File: src/rtl/dtmf_defs.sv
// Shared constants for the DTMF tone divider: default counter width and
// half-period divisors for every DTMF tone at a 1 MHz system clock.
package dtmf_defs;

    localparam int CW_DEFAULT = 16;

    localparam int DIV_697  = 717;
    localparam int DIV_770  = 649;
    localparam int DIV_852  = 587;
    localparam int DIV_941  = 531;
    localparam int DIV_1209 = 414;
    localparam int DIV_1336 = 374;
    localparam int DIV_1477 = 339;
    localparam int DIV_1633 = 306;

    // What a channel does on the coming edge.
    typedef enum logic [1:0] {
        PH_IDLE,
        PH_COUNT,
        PH_EDGE
    } chan_phase_t;

endpackage

File: src/rtl/tone_div_chan.sv
// One tone channel: half-period counter with an active and a pending divisor.
// A pending divisor is adopted only at a half-period boundary or while idle.
module tone_div_chan
    import dtmf_defs::*;
#(
    parameter int CW      = CW_DEFAULT,
    parameter int DIV_RST = DIV_1336
) (
    input  logic          inclk,
    input  logic          rst_n,
    input  logic          en,
    input  logic          load,
    input  logic [CW-1:0] load_div,
    output logic          outclk,
    output logic          tick,
    output logic          applied
);

    logic [CW-1:0] count;
    logic [CW-1:0] hp;
    logic [CW-1:0] pd;
    logic          pv;
    chan_phase_t   phase;

    // NOTE: default assigned first so no path leaves phase unassigned (no latch).
    always_comb begin
        phase = PH_IDLE;
        if (en && hp != '0) begin
            phase = (count == hp - CW'(1)) ? PH_EDGE : PH_COUNT;
        end
    end

    always_ff @(posedge inclk or negedge rst_n) begin
        if (!rst_n) begin
            count   <= '0;
            hp      <= CW'(DIV_RST);
            pd      <= CW'(DIV_RST);
            pv      <= 1'b0;
            outclk  <= 1'b0;
            tick    <= 1'b0;
            applied <= 1'b0;
        end else begin
            tick    <= 1'b0;
            applied <= 1'b0;
            case (phase)
                PH_COUNT: begin
                    count <= count + CW'(1);
                end
                PH_EDGE: begin
                    count  <= '0;
                    outclk <= ~outclk;
                    tick   <= 1'b1;
                    if (pv) begin
                        hp      <= pd;
                        pv      <= 1'b0;
                        applied <= 1'b1;
                    end
                end
                default: begin
                    count  <= '0;
                    outclk <= 1'b0;
                    if (pv) begin
                        hp      <= pd;
                        pv      <= 1'b0;
                        applied <= 1'b1;
                    end
                end
            endcase
            // NOTE: non-blocking, so hp above takes the old pd and this later pv write wins.
            if (load) begin
                pd <= load_div;
                pv <= 1'b1;
            end
        end
    end

endmodule

File: src/rtl/dtmf_tone_divider.sv
// Multi-channel tone clock divider: decodes divisor writes to the addressed
// channel and flags writes to channels that do not exist.
module dtmf_tone_divider
    import dtmf_defs::*;
#(
    parameter int CH      = 2,
    parameter int CW      = CW_DEFAULT,
    parameter int DIV_RST = DIV_1336
) (
    input  logic          inclk,
    input  logic          rst_n,
    input  logic [CH-1:0] en,
    input  logic          load,
    input  logic [2:0]    load_ch,
    input  logic [CW-1:0] load_div,
    output logic          load_err,
    output logic [CH-1:0] outclk,
    output logic [CH-1:0] tick,
    output logic [CH-1:0] applied
);

    logic          ch_valid;
    logic [CH-1:0] load_sel;

    assign ch_valid = int'(load_ch) < CH;

    for (genvar i = 0; i < CH; i++) begin : g_chan
        assign load_sel[i] = load && ch_valid && (load_ch == 3'(i));

        tone_div_chan #(
            .CW      (CW),
            .DIV_RST (DIV_RST)
        ) u_chan (
            .inclk    (inclk),
            .rst_n    (rst_n),
            .en       (en[i]),
            .load     (load_sel[i]),
            .load_div (load_div),
            .outclk   (outclk[i]),
            .tick     (tick[i]),
            .applied  (applied[i])
        );
    end

    always_ff @(posedge inclk or negedge rst_n) begin
        if (!rst_n) begin
            load_err <= 1'b0;
        end else begin
            load_err <= load && !ch_valid;
        end
    end

endmodule

File: config.mk
export PLATFORM = sky130hd
export DESIGN_NAME = dtmf_tone_divider
export DESIGN_NICKNAME = d
export VERILOG_FILES = /design/src/rtl/dtmf_defs.sv /design/src/rtl/tone_div_chan.sv /design/src/rtl/dtmf_tone_divider.sv
export SDC_FILE = /design/constraint.sdc
export NUM_CORES = 1
export LEC_CHECK = 0
export ABC_AREA = 1
export CAP_MARGIN = 15
export CORE_MARGIN = 5
export CORE_UTILIZATION = 45
export DETAILED_ROUTE_END_ITERATION = 7
export SETUP_SLACK_MARGIN = 0.05
export SLEW_MARGIN = 10
export SYNTH_ARGS = -nofsm -noshare
export SYNTH_HDL_FRONTEND = slang
export SYNTH_SLANG_ARGS = --single-unit
File: constraint.sdc
create_clock -name inclk -period 2.46 [get_ports inclk]
set_input_delay 0.492 -clock inclk [delete_from_list [all_inputs] [get_ports inclk]]
set_output_delay 0.492 -clock inclk [all_outputs]
set_load 0.05 [all_outputs]
======== After elaboration in Yosys (flattened, before gate mapping) ========
Index checks and enable logic that the tools add are counted.
word-level totals
  bits of input ports ..................... 24
  flip-flop bits (word level) ............. 105
cells by class
  add/subtract/negate cells ............... 4
  reduce and logical (&&, ||, !) cells .... 12
  magnitude comparators ................... 1
  mux-type cells .......................... 18
  equal/unequal tests ..................... 9
  bitwise logic cells ..................... 4
operator list
  operator                                             count
  adder 16 x 1 -> 16 bit, second input constant        2
  equality test 16 bit                                 2
  2-to-1 mux 16 bit                                    2
  nonzero test 16 bit                                  2
  subtractor 16 x 1 -> 16 bit, second input constant   2
  2-to-1 mux 1 bit                                     10
  2-to-1 mux 2 bit                                     4
  logical AND 1 bit                                    6
  equality test 2 x 1 -> 1 bit, second input constant  2
  equality test 2 bit, second input constant           2
  != test 2 x 1 -> 1 bit, second input constant        2
  inverter 1 bit                                       4
  case mux 1 bit (2 select lines)                      2
  AND reduction 2 bit                                  2
  equality test 3 x 1 -> 1 bit, second input constant  1
  zero test 3 bit                                      1
  < comparator 3 x 2 -> 1 bit, second input constant   1
  zero test 1 bit                                      1

======== Logic depth before layout (Yosys ltp) ========
  word-level depth ........................ 7
  mapped depth ............................ 16
  mapped depth without buffers ............ 15

======== Modules after synthesis ========
From an unflattened synthesis, not the netlist that was laid out.
second synthesis, totals
  cell total of the unflattened synthesis .. 768
  area, all modules ....................... 5754.3 um2
by module, submodules not included
  module             cells an instance  area each (um2)  times used  sequential area each (um2)
  tone_div_chan      380                2850.2           2           1316.3
  dtmf_tone_divider  8                  53.8             1           25.0

======== Worst setup path before layout ========
No wires, ideal clock.
  kind .................................... register to register
  from .................................... register g_chan[0].u_chan.hp[0]
  to ...................................... register g_chan[0].u_chan.hp[7]
  data required time ...................... 2343 ps
  setup slack ............................. 425 ps
  clock period less this slack ............ 2035 ps
  library setup time ...................... 117 ps
  stages on the path, launching flop included .. 15
  path buffers ............................ 1
  data arrival time ....................... 1918 ps
  cell sequence ........................... dfrtp_1 -> inv_1 -> ha_1 -> nand3_2 -> nor2_4 -> o21ai_1 -> nand2_1 -> inv_2 -> nor3_4 -> nand3_2 -> nand2_4 -> nand2_4 -> buf_6 -> nand2_1 -> nand2_1
between the ends
  word-level cells in the longest chain between the ends .. 7
  elaborated cells between the ends (all ways) .. 9
  classes of those cells .................. add/sub (1); eq/ne (2); mux (2); bitwise (1); reduce/logical (3)
RTL lines
  what                               line                 text
  from (decl)                        tone_div_chan.sv:20  logic [CW-1:0] hp;
  from (signal assigned)             tone_div_chan.sv:36  hp <= CW'(DIV_RST);
  from (signal assigned)             tone_div_chan.sv:54  hp <= pd;
  from (signal assigned)             tone_div_chan.sv:63  hp <= pd;
  subtractor 16 x 1 -> 16 bit        tone_div_chan.sv:29  phase = (count == hp - CW'(1)) ? PH_EDGE : PH_COUNT;
  equality test 16 bit               tone_div_chan.sv:29
  2-to-1 mux 2 bit                   tone_div_chan.sv:29
  2-to-1 mux 2 bit (*)               tone_div_chan.sv:28  if (en && hp != '0) begin
  equality test 2 x 1 -> 1 bit (*)   tone_div_chan.sv:45  case (phase)
  inverter 1 bit (no line) (*)       --
  AND reduction 2 bit (no line) (*)  --
Mark *: on every way between the ends. The rest lies on a longest branch, timed or not.
A chain may end at the register's enable or synchronous reset.

======== Worst setup path after layout ========
  from .................................... register g_chan[0].u_chan.hp[1]
  to ...................................... register g_chan[0].u_chan.pv
between the ends
  word-level cells in the longest chain between the ends .. 6
  elaborated cells between the ends (all ways) .. 8
  classes of those cells .................. add/sub (1); eq/ne (3); mux (2); reduce/logical (2)
RTL lines
  what                                  line                 text
  subtractor 16 x 1 -> 16 bit           tone_div_chan.sv:29
  equality test 16 bit                  tone_div_chan.sv:29
  2-to-1 mux 2 bit                      tone_div_chan.sv:29
  2-to-1 mux 2 bit (*)                  tone_div_chan.sv:28
  equality test 2 x 1 -> 1 bit (*)      tone_div_chan.sv:45
  != test 2 x 1 -> 1 bit (no line) (*)  --
  to (signal assigned)                  tone_div_chan.sv:38  pv <= 1'b0;
  to (signal assigned)                  tone_div_chan.sv:55  pv <= 1'b0;
  to (signal assigned)                  tone_div_chan.sv:64  pv <= 1'b0;
  to (decl)                             tone_div_chan.sv:22  logic pv;
Marks and branches as above.

==> impl_results.md <==
* Initial core utilization at 45.3%
* Final std cells w/o fill at 1016
* Post-synth top flop: dfrtp_1
* Die H at 125 µm
* CP required at 2.70 ns
* WL/cell at 13.2 µm
* Leak pwr at 0.00335 µW
* PnR worst setup slack at 0.208 ns
* Yosys reg bits at 105
* # setup viols final at 0
* Fmax at 0.444 GHz
* Antenna viol nets, final at 0
* Initial DRC count at 392
* Placer Congestion at 0.896
* EDFF count, synth at 0
* P&R area growth vs syn at 15.5%
* Hpwl dp at 10100 µm
* Clk_lat worst skew at 0.35 ns
* Initial antenna violation count at 0
* Vias at 5067
* Final hold vios at 0
* Reg clk slew, reported paths at 0.07 ns
* DRC viols at 0
* Crit share post-route at 91.6%
* Seq/Total Area, Yosys at 44.8%
* PwrDens at 1120 nW/µm²
* Ys Warns at 0
* Most Frequent Cell on Critical Path: nand2_1
* Post-Syn Area per Cell at 7.45 µm²
* CP max FO at 5
* Layout net count at 863
* GRT overflow at 0
* Count of cell types in the netlist at 37
* Post-synthesis cell count at 796
* Period minus WS final at 2.25 ns
* Net Count, Synth at 824
* Die extent in x at 125 µm
* Worst slew pin tran at 0.663 ns
* # rows at 42
* Vias/cell at 4.99
* Layout cells sized above 1 at 12.1%
* R2r startpoint: g_chan[0].u_chan.hp[1]$_DFFE_PN1P_
* Max_cap viols at 0
* H-tree depth at 3
* CTS tree: yes
* Max Slew Vio Count at 0
* Async S/R FF share, synth at 100%
* DP Area at 6410 µm²
* Largest net degree at the start of global routing at 46
* Final WL at 13500 µm
* Maximum VDD drop at 576 µV
* CP endpoint kind: register
* Fillers at 1258
* Die area at 15600 µm²
* I/O pin count at 31
* Post-synth design cell area at 5930 µm²
* Setup Crit Path Kind: reg -> reg
* Number of global-route vias before repair at 4866
* Total global-route track usage at 18.0%
* Min-Delay Path Class: in -> async
* Post-placement setup slack at -0.0788 ns
* Clock skew at 0.00509 ns
* Type of origin of the critical path: register
* Post-Place Cells at 992
* Hold Buf Count CTS at 0
* IO buf count at 30
* CTS sink cnt at 105
* Critical path arrival at 2.49 ns
* Finished Cell Area at 6840 µm²
* First-pass GRT wire length at 23100 µm
* Beginning of the critical path: g_chan[0].u_chan.hp[1]$_DFFE_PN1P_
* Drt pass-1 iters at 6
* RSZ-0062 raised after global routing: no
* Root buffer cell: clkbuf_16
* Slew margin rel. at 55.8%
* Ant. Diodes at 0
* CP max stage delay at 0.56 ns
* Run status: finished clean
* Max stage delay cell, worst path: dfstp_2
* Overall power at 7640 µW
* Critical-path cell list: inv_1, ha_4, xor2_1, nand3_1, nor2_1, nand2_1, nor3_4, nand3_4, nand2_8, clkinvlp_4, nand2_1, nand2_1
* Num CTS Buffers at 9
* Clk buf depth at 2
* Core Area at 13100 µm²
[path summary, 6_finish.rpt]
check	end	slack [ns]	cells after the start
max reg2reg	g_chan[0].u_chan.pv$_DFFE_PN0P_	0.21	12
min	g_chan[1].u_chan.count[2]$_DFF_PN0_	0.15	1
min reg2reg	g_chan[0].u_chan.outclk$_DFFE_PN0P_	0.48	1
min in group inclk	g_chan[0].u_chan.outclk$_DFFE_PN0P_	0.48	1
max	g_chan[0].u_chan.pv$_DFFE_PN0P_	0.21	12
max in group asynchronous	g_chan[0].u_chan.hp[8]$_DFFE_PN1P_	1.60	2
[report_power, final]
part,leakage [µW],internal (µW),total (µW),switching (µW)
registers,0.00133,2200,2650,451
logic,0.00189,1340,3620,2280
clock network,0.000128,694,1370,676
[worst max-delay path, delay by kind of cell, from the launching register on]
kind / cells / cell delay, ns
simple gates: 8 / 0.97
flops: 1 / 0.56
fa+ha+maj: 1 / 0.26
buf+inv: 2 / 0.23
xor+xnor: 1 / 0.12
[flip-flops by register name (all words and copies together) (netlist names)]
name / flops
g_chan.u_chan.tick: 2
g_chan.u_chan.pv: 2
g_chan.u_chan.applied: 2
g_chan.u_chan.hp: 32
g_chan.u_chan.count: 32
g_chan.u_chan.pd: 32
g_chan.u_chan.outclk: 2
load_err: 1
[cells in the mapped netlist, types with 5 or more instances]
cell,number,area share (%)
nor2_1,81,5.1
nand2_1,252,16
clkbuf_1,7,0.44
o21ai_0,40,3.4
buf_4,11,1.4
xor2_1,14,2.1
dfstp_2,24,11
nand3_2,5,0.84
a21oi_1,9,0.76
xnor2_1,10,1.5
nand3b_1,10,1.3
inv_1,92,5.8
nand4_1,9,0.95
dfrtp_1,81,34
nor3_1,20,1.7
nand3_1,78,6.6
nor2_4,5,0.95
[through the flow]
step	setup TNS, ns	hold WS (ns)	utilization (%)
6_report	0	0.145	52.3
5_1_grt	0	0.179	52.3
4_1_cts	0	0.150	51.2
3_5_place_dp	-1.25	0.475	49.0
3_3_place_gp	-0.258	0.459	49.0
2_1_floorplan	0	0.196	-
[cells in the final DEF (no fill, tap or decap), types with 3 or more instances in the layout]
master,synthesis,routed
a21oi_1,9,9
buf_4,11,19
clkbuf_16,0,9
clkdlybuf4s50_1,0,29
clkinvlp_4,0,4
dfrtp_1,81,81
dfstp_2,24,24
inv_1,92,90
inv_2,2,3
nand2_1,252,252
nand2_2,4,4
nand2_4,4,3
nand3_1,78,77
nand3_2,5,4
nand3b_1,10,10
nand4_1,9,9
nor2_1,81,79
nor2_2,4,5
nor2_4,5,6
nor3_1,20,20
nor4_1,4,4
o21ai_0,40,40
or2_2,3,3
xnor2_1,10,10
xor2_1,14,14
[per-layer routing]
metal / track usage, % / wire (µm) / vias up
li1: - / - / 2585
met1: 26.6 / 6910 / 2362
met2: 26.2 / 5770 / 104
met3: 4.63 / 644 / 16
met4: 4.32 / 128 / 0
met5: 0 / 0 / -
[area by class of cell]
class | instances | area [µm²] | area share (%)
well taps | 176 | 220 | 3.22
clock buffers | 9 | 225 | 3.29
inverters | 95 | 360 | 5.27
multi-input cells | 573 | 2850 | 41.7
repair buffers | 51 | 475 | 6.95
clock inverters | 7 | 53.8 | 0.786
flip-flops and latches | 105 | 2660 | 38.8
[cells by family (layout without fill, tap and decap cells)]
family	Yosys count	in the layout	share of synthesized area (%)
AOI/OAI and AO/OA	54	54	4.79
xor gates and xnor gates	24	24	3.55
adders and majority gates	4	4	0.844
buffers and inverters	119	162	8.57
DFF	105	105	44.8
muxes	2	2	0.338
and+or+nand+nor	488	489	37.1
[what timing repair did]
item                                    4_1_cts  5_1_grt
pin swaps                                     1        2
resized for setup                             4       13
buffers inserted                              0        7
endpoints found under the setup margin       25       57
gates cloned                                  0        1
No activity file was read; power rests on OpenSTA's default activity.
